[config.mk]
export PLATFORM = sky130hd
export DESIGN_NAME = image_crop
export DESIGN_NICKNAME = d
export VERILOG_FILES = /design/src/rtl/image_pkg.sv /design/src/rtl/image_crop_pix_counter.sv /design/src/rtl/image_crop.sv
export SDC_FILE = /design/constraint.sdc
export NUM_CORES = 1
export LEC_CHECK = 0
export BUFFER_PORTS_ARGS = -buffer_cell sky130_fd_sc_hd__buf_2
export CORE_UTILIZATION = 62
export DETAILED_ROUTE_END_ITERATION = 10
export HOLD_SLACK_MARGIN = 0.15
export PLACE_DENSITY = 0.89
export SETUP_SLACK_MARGIN = 0.05
export SYNTH_ARGS = -nofsm -noshare
export SYNTH_HDL_FRONTEND = slang
export SYNTH_SLANG_ARGS = --single-unit
[constraint.sdc]
create_clock -name clk -period 5.5 [get_ports clk]
set_input_delay 0.275 -clock clk [delete_from_list [all_inputs] [get_ports clk]]
set_output_delay 0.275 -clock clk [all_outputs]
set_load 0.01 [all_outputs]
[src/rtl/image_pkg.sv]
// Shared types and defaults for the DVP crop/OSD/scaler stages.
// window_t carries a crop rectangle plus its enable; coordinates are held at
// COORD_W bits so stages with different X_W/Y_W (up to COORD_W) can share it.
package image_pkg;

    localparam int IMG_DATA_W = 24;
    localparam int IMG_X_W    = 12;
    localparam int IMG_Y_W    = 12;

    // Storage width of window coordinates; X_W/Y_W must not exceed this.
    localparam int COORD_W    = 16;

    // Rectangle is [sx, ex) x [sy, ey); en = 0 means full-frame pass-through.
    typedef struct packed {
        logic [COORD_W-1:0] sx;
        logic [COORD_W-1:0] sy;
        logic [COORD_W-1:0] ex;
        logic [COORD_W-1:0] ey;
        logic               en;
    } window_t;

    // A window is empty when either span has no columns/rows in it.
    function automatic logic window_empty(input window_t w);
        return (w.ex <= w.sx) || (w.ey <= w.sy);
    endfunction

    // Unsigned inclusive-start / exclusive-end containment test.
    function automatic logic in_window(input window_t w,
                                       input logic [COORD_W-1:0] x,
                                       input logic [COORD_W-1:0] y);
        return (x >= w.sx) && (x < w.ex) && (y >= w.sy) && (y < w.ey);
    endfunction

endpackage

[src/rtl/image_crop_pix_counter.sv]
// pix_counter: derives pixel column/row from the VS/DE strobes alone.
// Detects VS rising and DE falling edges, keeps saturating column/row counters
// and presents the counter value that applies to the pixel on the inputs this
// cycle (pre-increment; forced to 0 while VS is high).
// Optional macro IMAGE_CROP_MEASURE_EN adds o_meas_w/o_meas_h: the previous
// frame's longest line (DE-high count) and line count, loaded at VS rise.
// A line is closed by its DE falling edge, so frames should end with DE low
// before the next VS rise.
module pix_counter #(
    parameter int X_W = 12,
    parameter int Y_W = 12
) (
    input  logic           clk,
    input  logic           rst_n,
    input  logic           i_vs,
    input  logic           i_de,
    output logic [X_W-1:0] o_pix_x,
    output logic [Y_W-1:0] o_pix_y,
    output logic           o_vs_rise
`ifdef IMAGE_CROP_MEASURE_EN
    ,
    output logic [X_W-1:0] o_meas_w,
    output logic [Y_W-1:0] o_meas_h
`endif
);

    localparam logic [X_W-1:0] X_MAX = '1;
    localparam logic [Y_W-1:0] Y_MAX = '1;
    localparam logic [X_W-1:0] X_ONE = X_W'(1);
    localparam logic [Y_W-1:0] Y_ONE = Y_W'(1);

    logic           r_vs_d;
    logic           r_de_d;
    logic [X_W-1:0] r_pix_x;
    logic [Y_W-1:0] r_pix_y;
    logic           w_vs_rise;
    logic           w_de_fall;

    assign w_vs_rise = i_vs & ~r_vs_d;
    assign w_de_fall = r_de_d & ~i_de;

    // A pixel arriving with VS high is treated as (0,0) of the new frame.
    assign o_pix_x   = i_vs ? '0 : r_pix_x;
    assign o_pix_y   = i_vs ? '0 : r_pix_y;
    assign o_vs_rise = w_vs_rise;

    // Delayed strobes for edge detection.
    always_ff @(posedge clk) begin
        if (!rst_n) begin
            r_vs_d <= 1'b0;
            r_de_d <= 1'b0;
        end else begin
            r_vs_d <= i_vs;
            r_de_d <= i_de;
        end
    end

    // Saturating column/row counters; frame start has priority over counting.
    always_ff @(posedge clk) begin
        if (!rst_n) begin
            r_pix_x <= '0;
            r_pix_y <= '0;
        end else if (w_vs_rise) begin
            // A pixel coincident with VS rise occupies column 0.
            r_pix_x <= i_de ? X_ONE : '0;
            r_pix_y <= '0;
        end else if (i_vs) begin
            r_pix_x <= '0;
            r_pix_y <= '0;
        end else if (i_de) begin
            if (r_pix_x != X_MAX) begin
                r_pix_x <= r_pix_x + X_ONE;
            end
        end else if (w_de_fall) begin
            r_pix_x <= '0;
            if (r_pix_y != Y_MAX) begin
                r_pix_y <= r_pix_y + Y_ONE;
            end
        end
    end

`ifdef IMAGE_CROP_MEASURE_EN
    logic [X_W-1:0] r_max_w;
    logic [X_W-1:0] r_meas_w;
    logic [Y_W-1:0] r_meas_h;

    // Track the longest line of the running frame, publish it at VS rise.
    always_ff @(posedge clk) begin
        if (!rst_n) begin
            r_max_w  <= '0;
            r_meas_w <= '0;
            r_meas_h <= '0;
        end else if (w_vs_rise) begin
            r_meas_w <= r_max_w;
            r_meas_h <= r_pix_y;
            r_max_w  <= '0;
        end else if (!i_vs && w_de_fall && (r_pix_x > r_max_w)) begin
            r_max_w <= r_pix_x;
        end
    end

    assign o_meas_w = r_meas_w;
    assign o_meas_h = r_meas_h;
`endif

endmodule

[src/rtl/image_crop.sv]
// image_crop: frame-synchronous rectangular crop for the DVP video path.
// Pixels inside the shadowed window are forwarded with crop-relative x/y;
// everything else is blanked (de_o = 0, data_o = 0). The window is loaded
// from cfg_* only at VS rising edges. All outputs are registered, 1 cycle
// latency, no backpressure.
// Optional macro IMAGE_CROP_MEASURE_EN adds meas_w/meas_h (previous frame's
// longest line and line count). cfg_err flags an enabled but empty window.
module image_crop
    import image_pkg::*;
#(
    parameter int DATA_W = IMG_DATA_W,
    parameter int X_W    = IMG_X_W,
    parameter int Y_W    = IMG_Y_W
) (
    input  logic              clk,
    input  logic              rst_n,
    input  logic              cfg_en,
    input  logic [X_W-1:0]    cfg_start_x,
    input  logic [Y_W-1:0]    cfg_start_y,
    input  logic [X_W-1:0]    cfg_end_x,
    input  logic [Y_W-1:0]    cfg_end_y,
    input  logic              vs_i,
    input  logic              de_i,
    input  logic [DATA_W-1:0] data_i,
    output logic              vs_o,
    output logic              de_o,
    output logic [DATA_W-1:0] data_o,
    output logic [X_W-1:0]    x_o,
    output logic [Y_W-1:0]    y_o,
    output logic              frame_done,
    output logic              cfg_err
`ifdef IMAGE_CROP_MEASURE_EN
    ,
    output logic [X_W-1:0]    meas_w,
    output logic [Y_W-1:0]    meas_h
`endif
);

    logic           w_vs_rise;
    logic [X_W-1:0] w_pix_x;
    logic [Y_W-1:0] w_pix_y;

    window_t        w_cfg_win;
    window_t        w_act_win;
    window_t        r_shadow;

    logic           r_armed;
    logic           w_armed;
    logic           w_in_range;
    logic           w_in_win;
    logic [X_W-1:0] w_off_x;
    logic [Y_W-1:0] w_off_y;
    logic [X_W-1:0] w_rel_x;
    logic [Y_W-1:0] w_rel_y;

    logic              r_vs_o;
    logic              r_de_o;
    logic [DATA_W-1:0] r_data_o;
    logic [X_W-1:0]    r_x_o;
    logic [Y_W-1:0]    r_y_o;
    logic              r_frame_done;
    logic              r_cfg_err;
    logic              r_emitted;

    pix_counter #(
        .X_W (X_W),
        .Y_W (Y_W)
    ) u_pix_counter (
        .clk       (clk),
        .rst_n     (rst_n),
        .i_vs      (vs_i),
        .i_de      (de_i),
        .o_pix_x   (w_pix_x),
        .o_pix_y   (w_pix_y),
        .o_vs_rise (w_vs_rise)
`ifdef IMAGE_CROP_MEASURE_EN
        ,
        .o_meas_w  (meas_w),
        .o_meas_h  (meas_h)
`endif
    );

    // Window selection and compare; at VS rise the incoming cfg is already in
    // force so a pixel on that edge is tested against the new window.
    always_comb begin
        w_cfg_win    = '0;
        w_cfg_win.sx = COORD_W'(cfg_start_x);
        w_cfg_win.sy = COORD_W'(cfg_start_y);
        w_cfg_win.ex = COORD_W'(cfg_end_x);
        w_cfg_win.ey = COORD_W'(cfg_end_y);
        w_cfg_win.en = cfg_en;

        w_act_win  = w_vs_rise ? w_cfg_win : r_shadow;
        // Output stays suppressed from reset until a window has been loaded.
        w_armed    = r_armed | w_vs_rise;
        w_in_range = in_window(w_act_win, COORD_W'(w_pix_x), COORD_W'(w_pix_y));
        w_in_win   = w_armed & de_i & (w_act_win.en ? w_in_range : 1'b1);

        // In pass-through the coordinates are the raw frame position.
        w_off_x = w_act_win.en ? X_W'(w_act_win.sx) : '0;
        w_off_y = w_act_win.en ? Y_W'(w_act_win.sy) : '0;
        w_rel_x = w_pix_x - w_off_x;
        w_rel_y = w_pix_y - w_off_y;
    end

    // Registered video outputs; blanked fields are forced to zero.
    always_ff @(posedge clk) begin
        if (!rst_n) begin
            r_vs_o   <= 1'b0;
            r_de_o   <= 1'b0;
            r_data_o <= '0;
            r_x_o    <= '0;
            r_y_o    <= '0;
        end else begin
            r_vs_o   <= vs_i;
            r_de_o   <= w_in_win;
            r_data_o <= w_in_win ? data_i  : '0;
            r_x_o    <= w_in_win ? w_rel_x : '0;
            r_y_o    <= w_in_win ? w_rel_y : '0;
        end
    end

    // Shadow window, arm flag and frame status; all updated at VS rise only,
    // except the sticky emitted flag which also follows output pixels.
    always_ff @(posedge clk) begin
        if (!rst_n) begin
            r_shadow     <= '0;
            r_armed      <= 1'b0;
            r_cfg_err    <= 1'b0;
            r_frame_done <= 1'b0;
            r_emitted    <= 1'b0;
        end else begin
            r_frame_done <= w_vs_rise & r_emitted;
            if (w_vs_rise) begin
                r_shadow  <= w_cfg_win;
                r_armed   <= 1'b1;
                // Pass-through never has an empty window.
                r_cfg_err <= w_cfg_win.en & window_empty(w_cfg_win);
                // A pixel on the VS edge belongs to the new frame.
                r_emitted <= w_in_win;
            end else if (w_in_win) begin
                r_emitted <= 1'b1;
            end
        end
    end

    assign vs_o       = r_vs_o;
    assign de_o       = r_de_o;
    assign data_o     = r_data_o;
    assign x_o        = r_x_o;
    assign y_o        = r_y_o;
    assign frame_done = r_frame_done;
    assign cfg_err    = r_cfg_err;

endmodule

After elaboration in Yosys (flattened, before gate mapping)
Cells that the tools add are included.
Widths: inputs -> output; s select.
{ "word_totals": {"wordCells": 64, "regBits": 144, "inputBits": 77, "out_inout_bits": 52} }
{ "classes": {"n_eq_ne": 3, "n_lt_le_gt_ge": 6, "addsub": 4, "n_reduce_logical": 10, "n_bitwise": 10, "muxes": 14} }
{ "op_table": {"columns": ["cell", "n"], "rows": [
  ["$mux 12", 9],
  ["$mux 65", 1],
  ["$ge 12x16->1", 2],
  ["$lt 12x16->1", 2],
  ["$add 12x1->12 const B", 2],
  ["$le 12x12->1", 2],
  ["$ne 12x12->1 const B", 2],
  ["$sub 12x12->12", 2],
  ["$and 1x1->1", 6],
  ["$mux 1", 4],
  ["$ne 4x2->1 const B", 1],
  ["$reduce_and 2->1", 2],
  ["$reduce_bool 4->1", 1],
  ["$logic_and 1x1->1", 3],
  ["$not 1->1", 3],
  ["$reduce_and 3->1", 1],
  ["$reduce_or 3->1", 1],
  ["$reduce_bool 2->1", 1],
  ["$logic_or 1x1->1", 1],
  ["$or 1x1->1", 1]
]} }

Longest topological paths before layout
{ "logic_depth": {"ltp_word": 11, "ltp_mapped": 13, "depth_no_buf": 11} }

Hierarchy
Synthesis repeated with hierarchy kept, for this count alone.
{ "unflattened": {"cells_unflattened": 833, "hier_area_um2": 7846.3} }
{ "modules_own_cells": {"columns": ["module", "seq_area_each_um2", "cells_per_inst", "area_per_inst_um2", "instances"], "rows": [
  ["image_crop", 2382.3, 660, 6397.4, 1],
  ["pix_counter", 520.5, 173, 1448.9, 1]
]} }

Worst setup path before layout
OpenSTA, ideal clock, no wires.
{ "synth_path": {"path_type": "reg2reg", "startpoint": "register u_pix_counter.r_vs_d", "endpoint": "register r_x_o[10] (netlist: x_o[10])", "slack_ps": 2673, "path_stages_with_launch": 14, "arrival_ps": 2748, "required_ps": 5421, "period_less_slack_ps": 2827, "path_cell_list": "dfxtp_1 > nor2b_1 > buf_4 > mux2i_2 > clkbuf_1 > nor2_1 > ha_1 > fa_1 > nor2b_1 > o21a_1 > o21ai_0 > a211oi_1 > nor3_1 > a211oi_2"} }
{ "synth_between": {"elab_chain_cells": 10, "word_cells_on_any_way": 17, "cone_classes": "add/sub (1); order compare (4); mux (3); bitwise (5); reduce/logical (4)"} }
{ "synth_lines": {"columns": ["item", "line", "source"], "rows": [
  ["start: declaration", "image_crop_pix_counter.sv:32", "logic r_vs_d;"],
  ["start signal: assignment", "image_crop_pix_counter.sv:53", "r_vs_d <= i_vs;"],
  ["$not 1->1 *", "image_crop_pix_counter.sv:39", "assign w_vs_rise = i_vs & ~r_vs_d;"],
  ["$and 1x1->1 *", "image_crop_pix_counter.sv:39", null],
  ["$mux 65", null, null],
  ["$ge 12x16->1 or $lt 12x16->1 (tied branches)", "image_pkg.sv:31", "return (x >= w.sx) && (x < w.ex) && (y >= w.sy) && (y < w.ey);"],
  ["$logic_and 1x1->1 (3 in a row)", "image_pkg.sv:31", null],
  ["$mux 1", "image_crop.sv:97", "w_in_win = w_armed & de_i & (w_act_win.en ? w_in_range : 1'b1);"],
  ["$and 1x1->1", "image_crop.sv:97", null],
  ["$reduce_and 2->1 (no line)", null, null],
  ["end signal: assignment", "image_crop.sv:118", "r_x_o <= w_in_win ? w_rel_x : '0;"],
  ["end: declaration", "image_crop.sv:59", "logic [X_W-1:0] r_x_o;"]
]} }
Every way passes the cells marked *; elsewhere a longest branch is shown, timed or not.
A chain may end at the register's enable or synchronous reset.

==> results_dict.tcl <==
set metrics [dict create \
    p_sw_frac 0.267 \
    fin_hold_ws_ns 0.178 \
    routed_via_density 5.75 \
    diodes 0 \
    cp_max_fo 50 \
    power.internal_mw 1.87 \
    routedWlPerCell_um 17.1 \
    final_cell_mix "dfxtp_1 (144), buf_2 (128), ha_1 (93)" \
    combPwrFrac 0.152 \
    drive_above_1_share 0.196 \
    synthTopCellsByArea "dfxtp_1 (36%), ha_1 (15%), mux2i_1 (6.1%), nor2b_1 (6.0%), a21oi_1 (3.3%)" \
    synthArstFlopShare 0 \
    outcome "complete, no violations" \
    area.sequential_mm2 0.00288 \
    cts_buffer_depth 2 \
    grt_use_total 0.314 \
    cts_made_buffers 17 \
    yosys_warnings 0 \
    path_buf_inv 2 \
    vdd_drop_max_uv 186 \
    cp.required_ns 5.73 \
    max_freq_mhz 247 \
    synth_fp_nets 1011 \
    ios 129 \
    grt_setup_unrepaired "false" \
    r2r-start "u_pix_counter.r_vs_d" \
    period_needed_ns 4.05 \
    max-slew-margin-rel 0.186 \
    fin_tns_setup_ns 0 \
    p_seq_frac 0.428 \
    portBuffers 128 \
    synth.avg_cell_area_um2 9.43 \
    p_leak_nw 4.38 \
    worstSetupPathType "reg -> reg" \
    clk_latency_ns 0.43 \
    worst-slew-pin-transition_ns 1.22 \
    firstDrtPassIters 5 \
    rr_worst_depth 10 \
    synth.cell_area_mm2 0.00791 \
    hp-class "in -> reg" \
    worstReg2RegEnd "data_o[21]" \
    gp_congestion 0.924 \
    die_h_um 115 \
    drv_slew 0 \
    grt_pass1_wl_um 31600 \
    die_area_mm2 0.0132 \
    synth-main-ff-cell "dfxtp_1" \
    cellPowerDensity_mw_per_mm2 271 \
    grt_overflow_total 0 \
    clk_pin_slew_ns 0.06 \
    core_area_mm2 0.0122 \
    synth.top_cell.area_share 0.364 \
    max_cap_violations 0 \
    start_util 0.648 \
    fillers 842 \
    cts_tree "done" \
    ant_nets 0 \
    vias 6675 \
    synth-seq-cells 144 \
    crit_path_start "u_pix_counter.r_vs_d" \
    crit_path_end_kind "flop" \
    die_w_um 115 \
    cp_slowest_cell "o2111ai_4" \
    hold_viol 0 \
    switching_power_mw 0.682 \
    first_global_vias 6524 \
    clkPwrFrac 0.420 \
    num-nets-final 1154 \
    wirelength_um 19900 \
    cts_setup_buffers 0 \
    cp_top_family "compound AO/OA/AOI/OAI gates" \
    multi_input_area_mm2 0.00472 \
    fin_crit_sh 0.735 \
    drt_iter0_markers 468 \
    htreeDepth 4 \
    grt_max_degree 76 \
    max_stage_delay_ns 0.98 \
    cts_sinks 144 \
    drc_errors 0 \
    path_cells "nand2b_1, buf_4, mux2i_1, inv_1, ha_1, o211ai_1, a221o_1, a31oi_2, o2111ai_4, a21boi_0" \
    fin_skew_ns 0.00879 \
    antenna_found_initial 0 \
    yosysUniqueCellTypes 56 \
    synth_edf_count 0 \
    rows 40 \
    cp_num_cells 10 \
    cts_root_buffer "clkbuf_16" \
    rrSetupSlack_ns 1.45 \
    area_growth_pct 19.0 \
    synth_cells 839 \
    yosysSeqAreaShare 0.364 \
    synth_area_leader_cell "dfxtp_1" \
    setup_viol 0 \
    post-dp-hpwl_um 13700 \
    setup.worst_path.end "data_o[21]" \
    start_kind "flop" \
    cts_resized 0 \
    cp.arrival_ns 4.28 \
    layout_commonest_cell "dfxtp_1" \
]
## state kept, by name (all words and copies together) (netlist names), 12 cells and up
name / cells
r_shadow: 65
y_o: 12
u_pix_counter.r_pix_x: 12
x_o: 12
u_pix_counter.r_pix_y: 12
data_o: 24
## per-layer routing
metal	track usage	wire length (um)	vias up
met1	0.384	8720	3108
met3	0.0775	1300	53
met2	0.514	9180	244
met5	0	0	-
met4	0.161	683	0
li1	-	-	3270
## worst min-delay path by stage
stage,from,cells after the start,endpoint
finish,cfg_start_y[5],3,r_shadow[38]
global route,cfg_end_y[9],3,r_shadow[10]
CTS,cfg_end_x[10],3,r_shadow[27]
detailed placement,r_shadow[16],1,r_shadow[16]
global placement,r_shadow[1],2,r_shadow[1]
floorplan,rst_n,1,r_armed
## worst register-to-register path, delay by kind of cell, from the launching register on
family	cells	cell delay (ns)
multiplexers	1	0.41
AND/OR/NAND/NOR	1	0.41
adder cells (fa/ha/maj)	1	0.29
flip-flops	1	0.50
AO/OA/AOI/OAI	5	1.77
buffers and inverters	2	0.48
## stage by stage
step / util / instances / setup WS, ns / area, um^2 / total power [mW]
2_1_floorplan: - / 839 / 2.67 / 7910 / 1.37
3_3_place_gp: 0.706 / 1106 / 1.41 / 8630 / 1.46
3_5_place_dp: 0.706 / 1106 / 1.27 / 8630 / 1.48
4_1_cts: 0.771 / 1161 / 1.56 / 9420 / 2.55
5_1_grt: 0.771 / 1161 / 1.17 / 9420 / 2.65
6_report: 0.771 / 1161 / 1.45 / 9420 / 2.56
## power groups by stage
stage	Sequential, mW	Clock [mW]	Combinational, mW
floorplan	1.12	0	0.248
global placement	1.12	0	0.349
detailed placement	1.12	0	0.360
CTS	1.09	1.08	0.378
global route	1.10	1.13	0.427
finish	1.09	1.07	0.388
## kinds of logic (layout without fill, tap and decap cells)
logic type	after synthesis	count (layout)	synth area share
simple gates	276	276	0.194
flops	144	144	0.364
compound gates	170	170	0.147
fa+ha+maj	95	95	0.152
mux	50	50	0.0639
buf+inv	69	223	0.0399
xor+xnor	35	35	0.0388
## synth_stat cells (9+ instances only)
| library cell | number |
|---|---|
| a21boi_0 | 23 |
| a21o_1 | 11 |
| a21oi_1 | 52 |
| and3_1 | 18 |
| and4_1 | 9 |
| clkbuf_1 | 21 |
| dfxtp_1 | 144 |
| ha_1 | 93 |
| inv_1 | 35 |
| mux2i_1 | 48 |
| nand2_1 | 34 |
| nand2b_1 | 11 |
| nand3_1 | 16 |
| nand4_1 | 15 |
| nor2_1 | 45 |
| nor2b_1 | 76 |
| nor3_1 | 12 |
| o21a_1 | 15 |
| o21ai_0 | 22 |
| or2_2 | 23 |
| xnor2_1 | 16 |
| xor2_1 | 19 |
## repair_timing
action | CTS | global route
endpoints found under the setup margin | 0 | 0
hold endpoints to repair | 25 | 0
hold buffers | 25 | 0
## layout make-up
type | instances | area share
inverters | 35 | 0.0140
clock buffers | 17 | 0.0452
clock inverters | 13 | 0.0121
repair buffers | 158 | 0.0986
multi-input cells | 626 | 0.502
flip-flops and latches | 144 | 0.306
well taps | 168 | 0.0223
Power figures use the tool's default switching activity.
